--- config.mk ---
export PLATFORM = sky130hd
export DESIGN_NAME = instr_encoder_loader
export DESIGN_NICKNAME = d
export VERILOG_FILES = /design/src/rtl/instr_encoder_loader.sv
export SDC_FILE = /design/constraint.sdc
export NUM_CORES = 1
export LEC_CHECK = 0
export BUFFER_PORTS_ARGS = -buffer_cell sky130_fd_sc_hd__buf_2
export CAP_MARGIN = 20
export CORE_ASPECT_RATIO = 0.9
export CORE_MARGIN = 1.5
export CORE_UTILIZATION = 50
export DETAILED_ROUTE_END_ITERATION = 12
export PLACE_DENSITY_LB_ADDON = 0.2
export SYNTH_ARGS = -nofsm -noshare
export SYNTH_HDL_FRONTEND = slang
export SYNTH_SLANG_ARGS = --single-unit
--- constraint.sdc ---
create_clock -name clk -period 3 [get_ports clk]
set_input_delay 0.15 -clock clk [delete_from_list [all_inputs] [get_ports clk]]
set_output_delay 0.15 -clock clk [all_outputs]
set_load 0.01 [all_outputs]
--- src/rtl/instr_encoder_loader.sv ---
// rtl/instr_encoder_loader.sv - packs decoded instruction fields into RV32I words and loads them into IMEM
module instr_encoder_loader #(
  parameter int ADDR_WIDTH = 10,
  parameter int BASE_ADDR  = 0
) (
  input  logic                  clk,
  input  logic                  rst,
  input  logic                  start,
  input  logic                  in_valid,
  output logic                  in_ready,
  input  logic                  in_last,
  input  logic [2:0]            op_class,
  input  logic [2:0]            funct3,
  input  logic                  alt,
  input  logic [4:0]            rd,
  input  logic [4:0]            rs1,
  input  logic [4:0]            rs2,
  input  logic [31:0]           imm,
  output logic                  imem_we,
  output logic [ADDR_WIDTH-1:0] imem_addr,
  output logic [31:0]           imem_wdata,
  output logic                  busy,
  output logic                  done,
  output logic                  error,
  output logic [ADDR_WIDTH:0]   count
);

  typedef enum logic [1:0] {IDLE, RUN, FINISH} state_t;

  localparam logic [ADDR_WIDTH-1:0] BASE = ADDR_WIDTH'(BASE_ADDR);
  localparam logic [31:0] NOP = 32'h0000_0013;

  state_t                state, state_nxt;
  logic [ADDR_WIDTH-1:0] addr;
  logic                  full;
  logic                  hs;
  logic                  illegal;
  logic                  fit12, fit13, fit21, shift;
  logic [31:0]           word, enc;

  assign hs = in_valid & in_ready;

  always_ff @(posedge clk or posedge rst) begin
    if (rst) state <= IDLE;
    else     state <= state_nxt;
  end

  always_comb begin
    state_nxt = state;
    in_ready  = 1'b0;
    busy      = 1'b0;
    case (state)
      IDLE:   if (start) state_nxt = RUN;
      RUN: begin
        in_ready = 1'b1;
        busy     = 1'b1;
        if (hs && in_last) state_nxt = FINISH;
      end
      FINISH: begin
        busy      = 1'b1;
        state_nxt = IDLE;
      end
      default: state_nxt = IDLE;
    endcase
  end

  // Range checks: all bits above the sign bit must replicate it.
  assign fit12 = (&imm[31:11]) | ~(|imm[31:11]);
  assign fit13 = (&imm[31:12]) | ~(|imm[31:12]);
  assign fit21 = (&imm[31:20]) | ~(|imm[31:20]);
  assign shift = (funct3 == 3'b001) || (funct3 == 3'b101);

  always_comb begin
    word    = 32'h0;
    illegal = 1'b0;
    case (op_class)
      3'd0: begin
        word    = {(alt ? 7'b0100000 : 7'b0), rs2, rs1, funct3, rd, 7'b0110011};
        illegal = alt && !((funct3 == 3'b000) || (funct3 == 3'b101));
      end
      3'd1: begin
        if (shift) begin
          word    = {1'b0, alt, 5'b0, imm[4:0], rs1, funct3, rd, 7'b0010011};
          illegal = alt && (funct3 != 3'b101);
        end else begin
          word    = {imm[11:0], rs1, funct3, rd, 7'b0010011};
          illegal = alt || !fit12;
        end
      end
      3'd2: begin
        word    = {imm[11:0], rs1, funct3, rd, 7'b0000011};
        illegal = (funct3 == 3'b011) || (funct3 == 3'b110) || (funct3 == 3'b111) || !fit12;
      end
      3'd3: begin
        word    = {imm[11:5], rs2, rs1, funct3, imm[4:0], 7'b0100011};
        illegal = (funct3 > 3'b010) || !fit12;
      end
      3'd4: word = {imm[31:12], rd, 7'b0110111};
      3'd5: begin
        word    = {imm[12], imm[10:5], rs2, rs1, funct3, imm[4:1], imm[11], 7'b1100011};
        illegal = (funct3 == 3'b010) || (funct3 == 3'b011) || !fit13 || imm[0];
      end
      3'd6: begin
        word    = {imm[11:0], rs1, funct3, rd, 7'b1100111};
        illegal = (funct3 != 3'b000) || !fit12;
      end
      default: begin
        word    = {imm[20], imm[10:1], imm[11], imm[19:12], rd, 7'b1101111};
        illegal = !fit21 || imm[0];
      end
    endcase
    enc = illegal ? NOP : word;
  end

  always_ff @(posedge clk or posedge rst) begin
    if (rst) begin
      addr       <= '0;
      full       <= 1'b0;
      imem_we    <= 1'b0;
      imem_addr  <= '0;
      imem_wdata <= '0;
      done       <= 1'b0;
      error      <= 1'b0;
      count      <= '0;
    end else begin
      imem_we <= 1'b0;
      done    <= (state == FINISH);
      if (state == IDLE && start) begin
        addr  <= BASE;
        full  <= 1'b0;
        count <= '0;
        error <= 1'b0;
      end
      if (hs) begin
        // Once the top word is written, further bundles are consumed but dropped.
        if (full) begin
          error <= 1'b1;
        end else begin
          imem_we    <= 1'b1;
          imem_addr  <= addr;
          imem_wdata <= enc;
          count      <= count + (ADDR_WIDTH+1)'(1);
          if (illegal) error <= 1'b1;
          if (addr == '1) full <= 1'b1;
          else            addr <= addr + ADDR_WIDTH'(1);
        end
      end
    end
  end

endmodule

==> flow_metrics.env, run 1 <==
export IMPL_status="completed"
export IMPL_synth_enable_flop_cells=0
export IMPL_relSlewSlack_pct=44.3
export IMPL_place_congestion=0.865
export IMPL_path_max_fanout=84
export IMPL_initial_core_util_pct=52.8
export IMPL_p_sw_share_pct=37.2
export IMPL_rsz0062_at_grt="false"
export IMPL_drt_initial_drc_count=281
export IMPL_n_antenna_cell=0
export IMPL_vias_per_cell=5.64
export IMPL_combPwrFrac_pct=35.1
export IMPL_cts_hold_buf=1
export IMPL_drc_errors=0
export IMPL_nNetsFinal=602
export IMPL_ioPinCount=117
export IMPL_power_frac_seq_pct=40.0
export IMPL_ant_nets=0
export IMPL_cp_required_ns=3.24
export IMPL_synthSimpleGateAreaFrac_pct=21.2
export IMPL_hold_depth=3
export IMPL_hold_violations=0
export IMPL_powerDensity_nw_per_um2=666
export IMPL_grt_pass1_vias=3298
export IMPL_irDropWorstVdd_mv=0.429
export IMPL_grt_remaining_overflow=0
export IMPL_drt_pass1_iter_count=4
export IMPL_critPathCaptureType="flop"
export IMPL_arrival_ns=2.62
export IMPL_die_area_um2=8150
export IMPL_power_share_clock_pct=24.9
export IMPL_ys_warn_count=0
export IMPL_tritoncts="yes"
export IMPL_grt_max_degree=85
export IMPL_clk_latency_ns=0.34
export IMPL_cts_max_level=3
export IMPL_cts_root_buf="clkbuf_8"
export IMPL_drv_slew=0
export IMPL_skew_ns=0.00765
export IMPL_p_sw_mw=1.16
export IMPL_async_flop_share_pct=100
export IMPL_ys_flop_type="dfrtp_1"
export IMPL_post_place_cells=618
export IMPL_cp_num_cells=8
export IMPL_p_leak_nw=2.39
export IMPL_synthAdderAreaFrac_pct=1.97
export IMPL_wl_per_cell_um=15.8
export IMPL_synth_seq_cells=68
export IMPL_grt_pass1_wl_mm=16.0
export IMPL_cp_slowest_stage_delay_ns=0.66
export IMPL_post_cts_buffers=0
export IMPL_fin_crit_sh_pct=79.4
export IMPL_fin_setup_tns_ns=0
export IMPL_hp_class="input pin to flop"
export IMPL_synth_mux_area_share_pct=7.91
export IMPL_n_fill_cell=627
export IMPL_period_minus_slack_ns=2.38
export IMPL_cts_buffer_depth=2
export IMPL_regArea_um2=1700
export IMPL_synth_area_um2=3810
export IMPL_yosysUniqueCellTypes=48
export IMPL_die_h_um=85.8
export IMPL_critPathKind="flop to flop"
export IMPL_synth_compound_area_share_pct=19.6
export IMPL_cts_clk_slew_worst_paths_ns=0.07
export IMPL_antenna_found_initial=0
export IMPL_worstSetupStartpointType="flop"
export IMPL_numCtsBuffers=9
export IMPL_crit_chain="inv_1 -> ha_1 -> nand2_1 -> or2_2 -> buf_4 -> nand2_1 -> a21bo_2 -> o31ai_1"
export IMPL_port_buffers=116
export IMPL_fmaxAchievable_ghz=0.420
export IMPL_synthXorXnorAreaFrac_pct=0.690
export IMPL_drive_gt1_share_pct=29.0
export IMPL_netlist_instances=425
export IMPL_synth_fp_nets=490
export IMPL_dp_hpwl_mm=7.25
export IMPL_cp_num_buf_inv=2
export IMPL_ys_seq_area_share_pct=44.7
export IMPL_max_cap_viol_count=0
export IMPL_grt_total_usage_pct=25.5
export IMPL_row_count=29
export IMPL_path_delay_family="buffers and inverters"
export IMPL_core_area_um2=7220
export IMPL_vias=3580
export IMPL_crit_path_frequent_cell="nand2_1"
export IMPL_dieWidth_um=95.0
export IMPL_cts_resized=0
export IMPL_slowest_stage="buf_4"
export IMPL_wirelength_mm=10.0
export IMPL_clock_sinks=68
export IMPL_final_cells=635
export IMPL_synth_top_family_by_area="simple AND/OR/NAND/NOR gates"
export IMPL_worstMarginPinSlew_ns=0.835
export IMPL_multi_input_area_um2=1970
export IMPL_synth_avg_cell_area_um2=8.96
export IMPL_reg2regPathDepth=8
export IMPL_setup_violations=0
export IMPL_intPower_mw=1.96
export IMPL_area_growth_pct=23.3
registers in the layout, indices dropped and copies added (netlist names):
signal / count
error: 1
full: 1
imem_addr: 10
count: 11
imem_wdata: 31
addr: 10
state: 2
done: 1
imem_we: 1
final cells by class:
type	instances	area share (%)
inverter	8	0.639
clock inverter	4	1.01
sequential	68	36.2
timing repair buffer	126	14.3
tap	93	2.48
multi-input combinational	324	42.0
clock buffer	12	3.30
cell usage after synthesis (3+ instances only):
master / number / area share [%]
o21ai_0: 39 / 5.1
dfrtp_1: 68 / 45
ha_1: 6 / 2.0
inv_1: 7 / 0.69
a21oi_1: 5 / 0.66
nand2b_1: 7 / 1.1
nand3b_1: 3 / 0.59
nor2b_1: 3 / 0.49
nor3_1: 6 / 0.79
nor2_1: 16 / 1.6
buf_1: 3 / 0.30
nand2_1: 104 / 10
clkbuf_1: 16 / 1.6
a22oi_1: 6 / 1.2
mux2i_1: 29 / 7.6
and3_1: 6 / 0.99
or4_1: 4 / 0.79
o31ai_1: 22 / 4.3
nand4_1: 9 / 1.5
a31oi_1: 7 / 1.1
nand3_1: 11 / 1.4
nor4_1: 4 / 0.66
o31ai_2: 10 / 3.3
worst min-delay path: cells and delay by family:
family	cells	cell delay, ns
buffers and inverters	1	0.12
AO/OA/AOI/OAI	2	0.18
final timing paths:
check | start | endpoint | slack (ns)
min reg2reg | imem_addr[7] | imem_addr[7] | 0.47
max | state[1] | count[3] | 0.62
min | in_valid | error | 0.14
max in group asynchronous | rst | imem_wdata[13] | 1.73
max reg2reg | state[1] | count[3] | 0.62
min in group asynchronous | rst | imem_wdata[10] | 0.50
per-stage QoR:
stage / util (%) / setup WS, ns / cell area (µm²) / power, mW / hold slack (ns)
finish: 65.0 / 0.618 / 4700 / 3.13 / 0.145
global route: 65.0 / 0.404 / 4700 / 3.34 / 0.141
CTS: 65.0 / 0.636 / 4700 / 3.15 / 0.124
detailed placement: 62.1 / 0.665 / 4480 / 2.37 / 0.324
global placement: 62.1 / 0.737 / 4480 / 2.33 / 0.305
floorplan: - / 0.989 / 3810 / 1.94 / 0.318
cell families after synthesis:
group / Yosys count
compound gates: 106
xor+xnor: 3
fa+ha+maj: 6
buf+inv: 33
flops: 68
mux: 30
simple gates: 179
power by group through the flow:
stage / Sequential (mW) / Clock, mW / Combinational (mW)
after floorplan: 1.33 / 0 / 0.609
after CTS: 1.25 / 0.788 / 1.11
final: 1.25 / 0.778 / 1.10
after global placement: 1.26 / 0 / 1.07
after detailed placement: 1.26 / 0 / 1.11
after global routing: 1.27 / 0.831 / 1.23
routing by layer:
metal	vias up	wire length [µm]	GRT usage, %
li1	1748	-	-
met1	1698	4640	35.7
met2	121	4650	38.5
met3	13	559	6.29
met4	0	167	8.55
met5	-	0	0
layout by cell type (no fill, tap or decap), types with 3 or more instances in the layout:
master,count
buf_2,116
and3_1,6
nor2_1,16
a21oi_1,5
inv_1,6
buf_4,8
nand2b_1,7
nor4_1,4
nand3_1,11
o31ai_1,22
nor2b_1,3
nor3_1,6
o21ai_0,39
or4_1,4
nand3b_1,3
a31oi_1,6
mux2i_1,29
a22oi_1,6
nand2_1,104
ha_1,6
nand4_1,9
o31ai_2,10
clkbuf_8,11
dfrtp_1,68
No activity file was read; power rests on OpenSTA's default activity.
==> run 2: changes to the inputs <==
Settings changed: CORE_UTILIZATION 50 to 47.
Clock period 3 ns to 2.05 ns, I/O delays scaled along.
==> run 2 against run 1 <==
Effect of this change: largest power group unchanged; die area is 6.2% higher; combinational power grew 59%; critical path depth grew 1; non-clock buffer count up 28; maximum frequency increased by 25%; core utilization decreased by 1.2 points; sequential share of layout area fell by 1.6 points; flip-flop and latch count did not move; largest cell class unchanged; sequential power is 46% higher; register-to-register slack got worse by 0.47 ns; clock power increased by 22%.
==> flow_metrics.env, run 2 (synthesis gave the netlist of run 1 again) <==
export IMPL_status="completed"
export IMPL_grt_pass1_vias=3488
export IMPL_relSlewSlack_pct=63.3
export IMPL_clock_sinks=68
export IMPL_period_minus_slack_ns=1.90
export IMPL_ant_nets=0
export IMPL_arrival_ns=2.13
export IMPL_die_area_um2=8660
export IMPL_fmaxAchievable_ghz=0.526
export IMPL_fin_ws_ns=0.148
export IMPL_regArea_um2=1700
export IMPL_antenna_found_initial=0
export IMPL_p_leak_nw=2.52
export IMPL_row_count=30
export IMPL_place_congestion=0.885
export IMPL_cts_max_level=3
export IMPL_grt_total_usage_pct=25.1
export IMPL_drc_errors=0
export IMPL_rsz0062_at_grt="false"
export IMPL_grt_remaining_overflow=0
export IMPL_max_cap_viol_count=0
export IMPL_final_util_pct=63.9
export IMPL_critPathCaptureType="flop"
export IMPL_wl_per_cell_um=16.0
export IMPL_nNetsFinal=630
export IMPL_area_growth_pct=29.0
export IMPL_post_cts_buffers=0
export IMPL_n_fill_cell=663
export IMPL_powerDensity_nw_per_um2=920
export IMPL_hp_class="input pin to flop"
export IMPL_setup_violations=0
export IMPL_dp_slack_ns=-0.208
export IMPL_cp_required_ns=2.27
export IMPL_top_regs="imem_wdata (31), count (11)"
export IMPL_drive_gt1_share_pct=32.7
export IMPL_core_area_um2=7690
export IMPL_skew_ns=0.00607
export IMPL_numCtsBuffers=9
export IMPL_drt_pass1_iter_count=4
export IMPL_port_buffers=116
export IMPL_drv_slew=0
export IMPL_final_common_cell="buf_2"
export IMPL_cts_buffer_depth=2
export IMPL_vias=3730
export IMPL_initial_core_util_pct=49.5
export IMPL_p_total_mw=4.52
export IMPL_hold_violations=0
export IMPL_wirelength_mm=10.6
export IMPL_vias_per_cell=5.62
export IMPL_irDropWorstVdd_mv=0.590
export IMPL_fin_crit_sh_pct=92.8
export IMPL_final_cell_mix="buf_2 (116), nand2_1 (103), dfrtp_1 (68)"
export IMPL_n_antenna_cell=0
export IMPL_grt_max_degree=60
export IMPL_cts_clk_slew_worst_paths_ns=0.07
export IMPL_multi_input_area_um2=1980
export IMPL_hold_slack_ns=0.0928
export IMPL_tritoncts="yes"
export IMPL_worstSetupStartpointType="flop"
export IMPL_cts_root_buf="clkbuf_8"
export IMPL_dieWidth_um=97.9
export IMPL_largest_reg_flops=31
export IMPL_drt_initial_drc_count=205
export IMPL_critPathKind="flop to flop"
export IMPL_fin_setup_tns_ns=0
export IMPL_worstMarginPinSlew_ns=0.550
export IMPL_dp_hpwl_mm=7.95
export IMPL_top_register="imem_wdata"
export IMPL_grt_pass1_wl_mm=17.2
export IMPL_clk_latency_ns=0.34
export IMPL_path_max_fanout=25
export IMPL_die_h_um=88.4
export IMPL_ioPinCount=117
run 2: per-stage QoR:
| stage | instances | instance area [µm²] |
|---|---|---|
| after floorplan | 425 | 3810 |
| after global placement | 649 | 4730 |
| after detailed placement | 649 | 4730 |
| after CTS | 664 | 4900 |
| after global routing | 664 | 4910 |
| final | 664 | 4910 |
run 2: critical path: stages, from the launching register on:
cell	delay (ns)
dfrtp_1	0.38
inv_1	0.12
ha_1	0.18
nand2_1	0.09
or2_2	0.33
buf_4	0.24
nand2_2	0.16
o21ai_0	0.11
nand2_1	0.08
o21ai_0	0.08
run 2: report_power, final:
group	leakage (nW)	internal [mW]	switching, mW
Sequential	0.920	1.64	0.183
Clock	0.0848	0.453	0.498
Combinational	1.52	0.707	1.04
run 2: area by class of cell:
cell class                 count  share of cell area (%)
tap                           96                    2.44
clock buffer                  11                    2.88
inverter                       8                   0.611
timing repair buffer         154                    18.8
multi-input combinational    324                    40.4
sequential                    68                    34.6
clock inverter                 3                   0.306
run 2: final timing paths:
path / end / startpoint / slack [ns] / depth (start not counted)
max in group asynchronous: count[0] / rst / 1.07 / 4
hold reg to reg: imem_addr[8] / imem_addr[8] / 0.47 / 2
setup reg to reg: count[9] / state[1] / 0.15 / 9
min in group asynchronous: imem_wdata[4] / rst / 0.35 / 3
setup / recovery: count[9] / state[1] / 0.15 / 9
hold / removal: imem_wdata[30] / imm[10] / 0.09 / 3
run 2: what timing repair did:
| item | in CTS | in global routing |
|---|---|---|
| endpoints found under the hold margin | 23 | 0 |
| hold buffers | 1 | 0 |
| resized for setup | 0 | 9 |
| setup endpoints to repair | 0 | 13 |
run 2: routing by layer:
metal / up-vias / global-route usage [%] / share of wire (%)
li1: 1811 / - / -
met5: - / 0 / 0
met2: 120 / 37.6 / 45
met3: 7 / 6.95 / 7.2
met4: 0 / 6.36 / 0.65
met1: 1792 / 36.1 / 47
